$ cat src/rtl/kanade32_ram_pkg.sv
//------------------------------------------------------------------------------
// Package  : kanade32_ram_pkg
// Purpose  : Port IDs, lock states and default widths for the RAM arbiter.
// Revision : 1.0
//------------------------------------------------------------------------------
`default_nettype none

package kanade32_ram_pkg;

    localparam int c_addr_w_default = 30;
    localparam int c_data_w_default = 32;

    typedef enum logic [1:0] {
        PORT_NONE = 2'd0,
        PORT_IF   = 2'd1,
        PORT_DM   = 2'd2,
        PORT_DBG  = 2'd3
    } port_id_e;

    typedef enum logic [0:0] {
        LOCK_UNLOCKED = 1'b0,
        LOCK_LOCKED   = 1'b1
    } lock_state_e;

endpackage : kanade32_ram_pkg

`default_nettype wire

$ cat src/rtl/ram_arbiter_if.sv
//------------------------------------------------------------------------------
// Interface: ram_arbiter_if
// Purpose  : Requester req/gnt buses, shared read return and RAM macro pins.
// Revision : 1.0
//------------------------------------------------------------------------------
`default_nettype none

interface ram_arbiter_if
    import kanade32_ram_pkg::*;
#(
    parameter int ADDR_W = c_addr_w_default,
    parameter int DATA_W = c_data_w_default
) ();

    logic              if_req;
    logic [ADDR_W-1:0] if_addr;
    logic              if_gnt;
    logic              if_rvalid;

    logic              dm_req;
    logic              dm_we;
    logic [ADDR_W-1:0] dm_addr;
    logic [DATA_W-1:0] dm_wdata;
    logic              dm_lock;
    logic              dm_gnt;
    logic              dm_rvalid;

    logic              dbg_req;
    logic              dbg_we;
    logic [ADDR_W-1:0] dbg_addr;
    logic [DATA_W-1:0] dbg_wdata;
    logic              dbg_gnt;
    logic              dbg_rvalid;

    logic [DATA_W-1:0] rdata;

    logic [ADDR_W-1:0] ram_address;
    logic [DATA_W-1:0] ram_data;
    logic              ram_wren;
    logic [DATA_W-1:0] ram_q;

    // Requesters plus the RAM macro: drive requests and ram_q.
    modport master (
        output if_req, if_addr,
        output dm_req, dm_we, dm_addr, dm_wdata, dm_lock,
        output dbg_req, dbg_we, dbg_addr, dbg_wdata,
        output ram_q,
        input  if_gnt, if_rvalid, dm_gnt, dm_rvalid, dbg_gnt, dbg_rvalid,
        input  rdata, ram_address, ram_data, ram_wren
    );

    modport slave (
        input  if_req, if_addr,
        input  dm_req, dm_we, dm_addr, dm_wdata, dm_lock,
        input  dbg_req, dbg_we, dbg_addr, dbg_wdata,
        input  ram_q,
        output if_gnt, if_rvalid, dm_gnt, dm_rvalid, dbg_gnt, dbg_rvalid,
        output rdata, ram_address, ram_data, ram_wren
    );

endinterface : ram_arbiter_if

`default_nettype wire

$ cat src/rtl/ram_arb_age_counter.sv
//------------------------------------------------------------------------------
// Module   : ram_arb_age_counter
// Purpose  : Saturating count of consecutive denied request cycles.
// Revision : 1.0
//------------------------------------------------------------------------------
`default_nettype none

module ram_arb_age_counter #(
    parameter int STARVE_MAX = 4
) (
    input  wire logic clk,
    input  wire logic rst,
    input  wire logic i_req,
    input  wire logic i_gnt,
    output logic      o_starved
);

    localparam int                 c_age_w   = $clog2(STARVE_MAX + 1);
    localparam logic [c_age_w-1:0] c_age_max = c_age_w'(STARVE_MAX);

    logic [c_age_w-1:0] r_age;

    always_ff @(posedge clk or posedge rst) begin
        if (rst) begin
            r_age <= '0;
        end else if (!i_req || i_gnt) begin
            r_age <= '0;
        end else if (r_age != c_age_max) begin
            r_age <= r_age + 1'b1;
        end
    end

    assign o_starved = (r_age == c_age_max);

endmodule : ram_arb_age_counter

`default_nettype wire

$ cat src/rtl/ram_arbiter.sv
//------------------------------------------------------------------------------
// Module   : ram_arbiter
// Purpose  : if/dm/dbg req-gnt arbiter for the single-port RAM with aging and
//            read-return tracking. RAM_ARB_LOCK_EN adds the dm bus-lock FSM.
// Revision : 1.0
//------------------------------------------------------------------------------
`default_nettype none

module ram_arbiter
    import kanade32_ram_pkg::*;
#(
    parameter int ADDR_W     = c_addr_w_default,
    parameter int DATA_W     = c_data_w_default,
    parameter int RD_LAT     = 1,
    parameter int STARVE_MAX = 4,
    parameter int LOCK_MAX   = 8
) (
    input  wire logic    clk,
    input  wire logic    reset,
    ram_arbiter_if.slave bus
);

    generate
        if (RD_LAT < 1 || RD_LAT > 2) begin : g_bad_rd_lat
            $error("ram_arbiter: RD_LAT must be 1 or 2");
        end
        if (STARVE_MAX < 1 || LOCK_MAX < 1) begin : g_bad_limits
            $error("ram_arbiter: STARVE_MAX and LOCK_MAX must be at least 1");
        end
    endgenerate

    port_id_e          w_winner;
    port_id_e          w_rd_id;
    port_id_e          r_id_pipe [RD_LAT];
    logic              w_if_gnt;
    logic              w_dm_gnt;
    logic              w_dbg_gnt;
    logic              w_if_starved;
    logic              w_dbg_starved;
    logic              w_dm_allowed;
    logic              w_others_allowed;
    logic [ADDR_W-1:0] w_ram_addr;
    logic [DATA_W-1:0] w_ram_data;
    logic              w_ram_we;

`ifdef RAM_ARB_LOCK_EN
    localparam int                      c_lock_cnt_w = $clog2(LOCK_MAX + 1);
    localparam logic [c_lock_cnt_w-1:0] c_lock_one   = c_lock_cnt_w'(1);
    localparam logic [c_lock_cnt_w-1:0] c_lock_last  = c_lock_cnt_w'(LOCK_MAX - 1);

    lock_state_e             r_lock_state;
    logic [c_lock_cnt_w-1:0] r_lock_cnt;
    logic                    r_dm_block;

    // r_dm_block is the one-cycle forced release after a LOCK_MAX burst.
    always_ff @(posedge clk or posedge reset) begin
        if (reset) begin
            r_lock_state <= LOCK_UNLOCKED;
            r_lock_cnt   <= '0;
            r_dm_block   <= 1'b0;
        end else begin
            r_dm_block <= 1'b0;
            case (r_lock_state)
                LOCK_UNLOCKED: begin
                    if (w_dm_gnt && bus.dm_lock) begin
                        r_lock_cnt <= c_lock_one;
                        if (LOCK_MAX <= 1) begin
                            r_dm_block <= 1'b1;
                        end else begin
                            r_lock_state <= LOCK_LOCKED;
                        end
                    end
                end
                LOCK_LOCKED: begin
                    if (!bus.dm_lock) begin
                        r_lock_state <= LOCK_UNLOCKED;
                        r_lock_cnt   <= '0;
                    end else if (w_dm_gnt) begin
                        if (r_lock_cnt >= c_lock_last) begin
                            r_lock_state <= LOCK_UNLOCKED;
                            r_lock_cnt   <= '0;
                            r_dm_block   <= 1'b1;
                        end else begin
                            r_lock_cnt <= r_lock_cnt + 1'b1;
                        end
                    end
                end
                default: begin
                    r_lock_state <= LOCK_UNLOCKED;
                    r_lock_cnt   <= '0;
                end
            endcase
        end
    end

    assign w_dm_allowed     = !r_dm_block;
    assign w_others_allowed = (r_lock_state == LOCK_UNLOCKED);
`else
    assign w_dm_allowed     = 1'b1;
    assign w_others_allowed = 1'b1;
`endif

    ram_arb_age_counter #(
        .STARVE_MAX (STARVE_MAX)
    ) u_if_age (
        .clk       (clk),
        .rst       (reset),
        .i_req     (bus.if_req),
        .i_gnt     (w_if_gnt),
        .o_starved (w_if_starved)
    );

    ram_arb_age_counter #(
        .STARVE_MAX (STARVE_MAX)
    ) u_dbg_age (
        .clk       (clk),
        .rst       (reset),
        .i_req     (bus.dbg_req),
        .i_gnt     (w_dbg_gnt),
        .o_starved (w_dbg_starved)
    );

    // Starved requesters outrank dm; if wins a tie since its age clears on grant.
    always_comb begin
        w_winner = PORT_NONE;
        if (reset) begin
            w_winner = PORT_NONE;
        end else if (w_others_allowed && bus.if_req && w_if_starved) begin
            w_winner = PORT_IF;
        end else if (w_others_allowed && bus.dbg_req && w_dbg_starved) begin
            w_winner = PORT_DBG;
        end else if (w_dm_allowed && bus.dm_req) begin
            w_winner = PORT_DM;
        end else if (w_others_allowed && bus.dbg_req) begin
            w_winner = PORT_DBG;
        end else if (w_others_allowed && bus.if_req) begin
            w_winner = PORT_IF;
        end
    end

    assign w_if_gnt  = (w_winner == PORT_IF);
    assign w_dm_gnt  = (w_winner == PORT_DM);
    assign w_dbg_gnt = (w_winner == PORT_DBG);

    always_comb begin
        w_ram_addr = '0;
        w_ram_data = '0;
        w_ram_we   = 1'b0;
        case (w_winner)
            PORT_IF: begin
                w_ram_addr = bus.if_addr;
            end
            PORT_DM: begin
                w_ram_addr = bus.dm_addr;
                w_ram_data = bus.dm_wdata;
                w_ram_we   = bus.dm_we;
            end
            PORT_DBG: begin
                w_ram_addr = bus.dbg_addr;
                w_ram_data = bus.dbg_wdata;
                w_ram_we   = bus.dbg_we;
            end
            default: ;
        endcase
    end

    assign w_rd_id = (w_winner != PORT_NONE && !w_ram_we) ? w_winner : PORT_NONE;

    // Port ID travels alongside the RAM read so ram_q is steered to its owner.
    always_ff @(posedge clk or posedge reset) begin
        if (reset) begin
            for (int i = 0; i < RD_LAT; i++) begin
                r_id_pipe[i] <= PORT_NONE;
            end
        end else begin
            for (int i = RD_LAT - 1; i > 0; i--) begin
                r_id_pipe[i] <= r_id_pipe[i-1];
            end
            r_id_pipe[0] <= w_rd_id;
        end
    end

    assign bus.if_gnt      = w_if_gnt;
    assign bus.dm_gnt      = w_dm_gnt;
    assign bus.dbg_gnt     = w_dbg_gnt;
    assign bus.if_rvalid   = (r_id_pipe[RD_LAT-1] == PORT_IF);
    assign bus.dm_rvalid   = (r_id_pipe[RD_LAT-1] == PORT_DM);
    assign bus.dbg_rvalid  = (r_id_pipe[RD_LAT-1] == PORT_DBG);
    assign bus.rdata       = bus.ram_q;
    assign bus.ram_address = w_ram_addr;
    assign bus.ram_data    = w_ram_data;
    assign bus.ram_wren    = w_ram_we;

endmodule : ram_arbiter

`default_nettype wire

$ cat src/flat_wrapper.sv
// flat-port wrapper written by rule: the top's interface ports become plain ports
module ram_arbiter_flat import kanade32_ram_pkg::*;
#(
    parameter int ADDR_W     = c_addr_w_default,
    parameter int DATA_W     = c_data_w_default,
    parameter int RD_LAT     = 1,
    parameter int STARVE_MAX = 4,
    parameter int LOCK_MAX   = 8
)
  (clk, reset, bus_if_req, bus_if_addr, bus_dm_req, bus_dm_we, bus_dm_addr, bus_dm_wdata, bus_dm_lock, bus_dbg_req, bus_dbg_we, bus_dbg_addr, bus_dbg_wdata, bus_ram_q, bus_if_gnt, bus_if_rvalid, bus_dm_gnt, bus_dm_rvalid, bus_dbg_gnt, bus_dbg_rvalid, bus_rdata, bus_ram_address, bus_ram_data, bus_ram_wren);
  ram_arbiter_if #(.ADDR_W(ADDR_W), .DATA_W(DATA_W)) bus_i ();
  input  wire logic clk;
  input  wire logic reset;
  input wire logic [$bits(bus_i.if_req)-1:0] bus_if_req;
  input wire logic [$bits(bus_i.if_addr)-1:0] bus_if_addr;
  input wire logic [$bits(bus_i.dm_req)-1:0] bus_dm_req;
  input wire logic [$bits(bus_i.dm_we)-1:0] bus_dm_we;
  input wire logic [$bits(bus_i.dm_addr)-1:0] bus_dm_addr;
  input wire logic [$bits(bus_i.dm_wdata)-1:0] bus_dm_wdata;
  input wire logic [$bits(bus_i.dm_lock)-1:0] bus_dm_lock;
  input wire logic [$bits(bus_i.dbg_req)-1:0] bus_dbg_req;
  input wire logic [$bits(bus_i.dbg_we)-1:0] bus_dbg_we;
  input wire logic [$bits(bus_i.dbg_addr)-1:0] bus_dbg_addr;
  input wire logic [$bits(bus_i.dbg_wdata)-1:0] bus_dbg_wdata;
  input wire logic [$bits(bus_i.ram_q)-1:0] bus_ram_q;
  output wire logic [$bits(bus_i.if_gnt)-1:0] bus_if_gnt;
  output wire logic [$bits(bus_i.if_rvalid)-1:0] bus_if_rvalid;
  output wire logic [$bits(bus_i.dm_gnt)-1:0] bus_dm_gnt;
  output wire logic [$bits(bus_i.dm_rvalid)-1:0] bus_dm_rvalid;
  output wire logic [$bits(bus_i.dbg_gnt)-1:0] bus_dbg_gnt;
  output wire logic [$bits(bus_i.dbg_rvalid)-1:0] bus_dbg_rvalid;
  output wire logic [$bits(bus_i.rdata)-1:0] bus_rdata;
  output wire logic [$bits(bus_i.ram_address)-1:0] bus_ram_address;
  output wire logic [$bits(bus_i.ram_data)-1:0] bus_ram_data;
  output wire logic [$bits(bus_i.ram_wren)-1:0] bus_ram_wren;
  assign bus_i.if_req = bus_if_req;
  assign bus_i.if_addr = bus_if_addr;
  assign bus_i.dm_req = bus_dm_req;
  assign bus_i.dm_we = bus_dm_we;
  assign bus_i.dm_addr = bus_dm_addr;
  assign bus_i.dm_wdata = bus_dm_wdata;
  assign bus_i.dm_lock = bus_dm_lock;
  assign bus_i.dbg_req = bus_dbg_req;
  assign bus_i.dbg_we = bus_dbg_we;
  assign bus_i.dbg_addr = bus_dbg_addr;
  assign bus_i.dbg_wdata = bus_dbg_wdata;
  assign bus_i.ram_q = bus_ram_q;
  assign bus_if_gnt = bus_i.if_gnt;
  assign bus_if_rvalid = bus_i.if_rvalid;
  assign bus_dm_gnt = bus_i.dm_gnt;
  assign bus_dm_rvalid = bus_i.dm_rvalid;
  assign bus_dbg_gnt = bus_i.dbg_gnt;
  assign bus_dbg_rvalid = bus_i.dbg_rvalid;
  assign bus_rdata = bus_i.rdata;
  assign bus_ram_address = bus_i.ram_address;
  assign bus_ram_data = bus_i.ram_data;
  assign bus_ram_wren = bus_i.ram_wren;
  ram_arbiter #(.ADDR_W(ADDR_W), .DATA_W(DATA_W), .RD_LAT(RD_LAT), .STARVE_MAX(STARVE_MAX), .LOCK_MAX(LOCK_MAX)) u_core (.clk(clk), .reset(reset), .bus(bus_i));
endmodule
$ cat config.mk
export PLATFORM = sky130hd
export DESIGN_NAME = ram_arbiter_flat
export DESIGN_NICKNAME = d
export VERILOG_FILES = /design/src/rtl/kanade32_ram_pkg.sv /design/src/rtl/ram_arbiter_if.sv /design/src/rtl/ram_arb_age_counter.sv /design/src/rtl/ram_arbiter.sv /design/src/flat_wrapper.sv
export SDC_FILE = /design/constraint.sdc
export NUM_CORES = 1
export LEC_CHECK = 0
export ABC_AREA = 0
export CORE_AREA = 2 2 114 116
export DETAILED_ROUTE_END_ITERATION = 6
export DIE_AREA = 0 0 116 118
export SKIP_CTS_REPAIR_TIMING = 1
export SLEW_MARGIN = 20
export SYNTH_ARGS = -nofsm -noshare
export SYNTH_HDL_FRONTEND = slang
export SYNTH_SLANG_ARGS = --single-unit
$ cat constraint.sdc
create_clock -name clk -period 2.7 [get_ports clk]
set_input_delay 0.54 -clock clk [delete_from_list [all_inputs] [get_ports clk]]
set_output_delay 0.54 -clock clk [all_outputs]
set_load 0.05 [all_outputs]
; ---- After elaboration in Yosys (flattened, before gate mapping)
; Cells that the tools add are included.
[word_totals]
reg_bits = 8
[op_classes]
n_addsub = 2
n_eq_ne = 10
muxes = 14
n_reduce_logical = 11
[op_table]
columns = cell, n
row1 = 30-bit one-hot mux with 3 select lines, 1
row2 = 32-bit one-hot mux with 2 select lines, 1
row3 = 2-bit two-way mux, 6
row4 = 3-bit two-way mux, 4
row5 = "2-bit == test, second input constant", 4
row6 = "3-bit by 1-bit adder with 3-bit output, second input constant", 2
row7 = "3-bit == test, second input constant", 2
row8 = "3-bit inequality test, second input constant", 2
row9 = 2-bit nonzero test, 3
row10 = "2-bit by 1-bit == test with 1-bit output, second input constant", 2
row11 = 1-bit logical AND, 3
row12 = 1-bit logical NOT, 3
row13 = 1-bit logical OR, 2
row14 = 1-bit one-hot mux with 2 select lines, 1
row15 = 1-bit two-way mux, 1

; ---- Longest topological paths before layout
[depth]
word_depth = 11
depth_mapped = 8
ltp_nobuf = 6

; ---- By module
; A second synthesis with hierarchy kept.
[unflattened]
cells_unflattened = 313
area_unflattened_um2 = 2190.9
[by_module_without_submodules]
columns = module, n_inst, cells_each, area_each_um2, seq_area_each_um2
row1 = ram_arbiter, 1, 275, 1818.0, 50.0
row2 = ram_arb_age_counter, 2, 19, 186.4, 75.1

; ---- Worst setup path before layout
; OpenSTA, ideal clock, no wires.
[synth_timing]
path_kind = input to output
start = in reset
end = out bus_ram_address[29]
arrival_time_ps = 2339
slack_ps = -179
path_stages = 6
cell_sequence = clkbuf_1 > inv_1 > o21a_1 > clkbuf_1 > o21ai_0 > a31oi_1
[synth_via]
elab_chain_len = 3
elab_cells_between_ends = 5
[synth_lines]
columns = item, line
row1 = "start, declared", flat_wrapper.sv:13  ; input wire logic reset;
row2 = 2-bit two-way mux (*), ram_arbiter.sv:126  ; if (reset) begin
row3 = 2-bit == test / 2-bit by 1-bit == test with 1-bit output (equally long branches), ram_arbiter.sv:149  ; case (w_winner)
row4 = 30-bit one-hot mux with 3 select lines (*), ram_arbiter.sv:149
row5 = "end, declared", flat_wrapper.sv:33  ; output wire logic [$bits(bus_i.ram_address)-1:0] bus_ram_address;
; Every way passes the cells marked *; elsewhere a longest branch is shown, timed or not.

; ---- Final worst setup path
[layout_timing]
start = reg u_core.u_if_age.r_age[1]
end = out bus_ram_address[8]
[layout_via]
elab_chain_len = 6
elab_cells_between_ends = 8
[layout_lines]
columns = item, line
row1 = "start, declared", ram_arb_age_counter.sv:21  ; logic [c_age_w-1:0] r_age;
row2 = "start signal, assigned", ram_arb_age_counter.sv:29  ; r_age <= r_age + 1'b1;
row3 = 3-bit == test (*), ram_arb_age_counter.sv:33  ; assign o_starved = (r_age == c_age_max);
row4 = 1-bit logical AND (*), ram_arbiter.sv:128  ; end else if (w_others_allowed && bus.if_req && w_if_starved) begin
row5 = 2-bit two-way mux (*), ram_arbiter.sv:128
row6 = 2-bit two-way mux (*), ram_arbiter.sv:126
row7 = 2-bit == test / 2-bit by 1-bit == test with 1-bit output (equally long branches), ram_arbiter.sv:149
row8 = 30-bit one-hot mux with 3 select lines (*), ram_arbiter.sv:149
; Marks and branches as above.

==> impl_metrics.toml <==
[run_status]
status = "finished, final reports clean"

[logic_synthesis]
syn_avg_cell_area_sq_um = 5.989
synthFlopType = "dfrtp_1"
synth-xor-area-share_pct = 0.4276
synth_mux_area_share_pct = 0.4887
syn_area_sq_mm = 0.002048
synth_top_family_by_area = "compound AO/OA/AOI/OAI gates"
synthCells = 342
synth_top_cell_area_share_pct = 23.82
synth_compound_area_share_pct = 34.64
yosys_register_bits = 8
synth_async_sr_flop_share_pct = 100.0
synthTopCellsByArea = "nand2_1, buf_4, a21oi_2"
synth.distinct_cells = 34
synth_simple_gate_area_share_pct = 31.03
syn-num-nets = 540
synth_seq_area_share_pct = 9.774
synth_top_area_cell = "nand2_1"
yosys_warnings = 0
synth_edf_count = 0
synth_fa_ha_area_share_pct = 2.443

[final_layout]
mostFrequentLayoutCell = "clkdlybuf4s50_1"
drive_gt1_share_pct = 34.05
final_nets = 761
area_growth_pct = 180.0
final_cell_mix = "clkdlybuf4s50_1, nand2_1, buf_12"
antennaDiodeCount = 0
final_util_pct = 46.20

[worst_setup_path]
critical-path-max-stage-delay_ns = 0.37
path_class = "reg2out"
cp.arrival_ns = 2.08
cp-start-kind = "flop"
endpoint_kind = "primary output"
critPathMaxFanout = 8
crit_chain = "inv_1, ha_2, and3_4, nor3_4, buf_6, buf_12, buf_4, o21ai_1, a31oi_2, buf_12"
critPathMostFrequentCell = "buf_12"
cp_slowest_cell = "dfrtp_1"
cp_data_required_time_ns = 2.16

[route]
drtAntennaViolNets = 0
vias = 3141
wl_per_cell_microns = 14.71
dr.pass1.iters = 4
drt_iter0_markers = 133
routed_wl_mm = 10.78
vias_per_cell = 4.285
route.detailed.drc = 0

[timing]
finalSetupViolCount = 0
finalCritPeriodShare_pct = 96.93
slew_headroom_pct = 66.85
finalCriticalPeriod_ns = 2.617
finalHoldViolCount = 0
tightestPinTransition_ns = 0.4956
rsz0062_at_grt = "true"
fin_skew_ns = 0.0001677
timing.fmax_ghz = 0.3821
drv_slew = 0

[clocking]
cts.sinks = 8
htree_num_levels = 1
cts_buffers = 3
clock_latency_ns = 0.23
cts_tree = "built"
cts-root-buf = "clkbuf_16"
clk_pin_slew_worst_paths_ns = 0.04
clockBufferDepth = 2

[hold_path]
hold_class = "in2async"

[power_and_ir_drop]
pwr_density_cell_mw_per_mm2 = 302.2
power.total_mw = 1.733
p_leak_nw = 2.253
ir_worst_vdd_mv = 0.1813

[placed_design]
gp_congestion = 0.8033
dp_hpwl_mm = 8.094
io_buffers = 229

[die]
core_area_sq_mm = 0.01241
start_util_pct = 16.50
die_area_sq_mm = 0.01369
ios = 295
die_height_microns = 118
die_w_microns = 116
rows = 41

[grt]
grt_pass1_wl_mm = 15.23
antenna_found_initial = 0
grt_pass1_vias = 3129
grt.total_usage_pct = 13.67
grt_max_degree = 42
grt-ovfl-total = 0

[flow_run]
cap_viol_max_count = 0
-- synth_stat cells (2+ instances only) --
library cell and instances:
nand2_1 130, buf_4 33, a31oi_1 30, a21oi_2 27
o21ai_1 20, o21ai_0 15, buf_2 13, clkbuf_1 10
a21oi_1 8, dfrtp_1 8, nor2_1 8, inv_1 5
buf_6 4, ha_1 4, and2_1 3, and3_1 2
nor2_4 2, nor2b_1 2, nor3_1 2, or3_1 2
-- worst max-delay path: cells and delay by family (launching register included) --
family | cells | cell delay [ns]
adders and majority gates | 1 | 0.18
buffers and inverters | 5 | 0.65
and+or+nand+nor | 2 | 0.37
AOI/OAI and AO/OA | 2 | 0.28
DFF | 1 | 0.37
-- per-stage QoR --
step           std cells  setup TNS (ns)  setup WS [ns]  area (sq um)  hold WS (ns)
4_1_cts              719          -8.513        -0.2338          5416        0.5801
5_1_grt              733        -0.02005      -0.009321          5736        0.5665
3_3_place_gp         716          -7.164        -0.2003          5341        0.5535
3_5_place_dp         716          -8.330        -0.2346          5341        0.5729
6_report             733               0        0.08294          5736        0.5387
2_1_floorplan        342               0       0.002809          2236        0.5367
-- state kept, by name, indices dropped and copies added, names as in the netlist --
register,count
u_core.u_dbg_age.r_age,3
u_core.u_if_age.r_age,3
u_core.r_id_pipe,2
-- power breakdown --
group          total [mW]  switching (mW)  internal, mW
sequential          0.146          0.0116         0.134
combinational        1.34           0.647         0.691
clock               0.249          0.0579         0.191
total                1.73           0.717          1.02
-- kinds of logic after synthesis --
| logic type | count (synthesis) |
|---|---|
| adder cells (fa/ha/maj) | 4 |
| AND/OR/NAND/NOR | 154 |
| buffers and inverters | 66 |
| AO/OA/AOI/OAI | 108 |
| flip-flops | 8 |
| multiplexers | 1 |
| XOR/XNOR | 1 |
-- routing by layer --
metal  part of all wire, %  track usage (%)
met1                    38            14.35
met2                    51            25.73
met3                    10            5.304
met4                  0.91            2.158
met5                     0                0
-- final cells by class --
type	instances	area (sq um)
repair buffers	277	3533
clock buffers	3	75.07
inverters	5	18.77
flip-flops and latches	8	200.2
multi-input cells	268	1693
fillers	1187	6679
well taps	172	215.2
-- worst paths after layout --
kind                                           startpoint                        end  slack (ns)  cells after the start
worst max-delay path             u_core.u_if_age.r_age[1]         bus_ram_address[8]        0.08                     10
worst min-delay path                                reset   u_core.u_if_age.r_age[0]        0.54                      4
worst max register to register   u_core.u_if_age.r_age[1]  u_core.u_dbg_age.r_age[1]        0.86                      9
worst min register to register  u_core.u_dbg_age.r_age[0]  u_core.u_dbg_age.r_age[0]        0.58                      2
max in group asynchronous                           reset  u_core.u_dbg_age.r_age[0]        2.03                      4
min in group clk                u_core.u_dbg_age.r_age[0]  u_core.u_dbg_age.r_age[0]        0.58                      2
No activity file was read; power rests on OpenSTA's default activity.
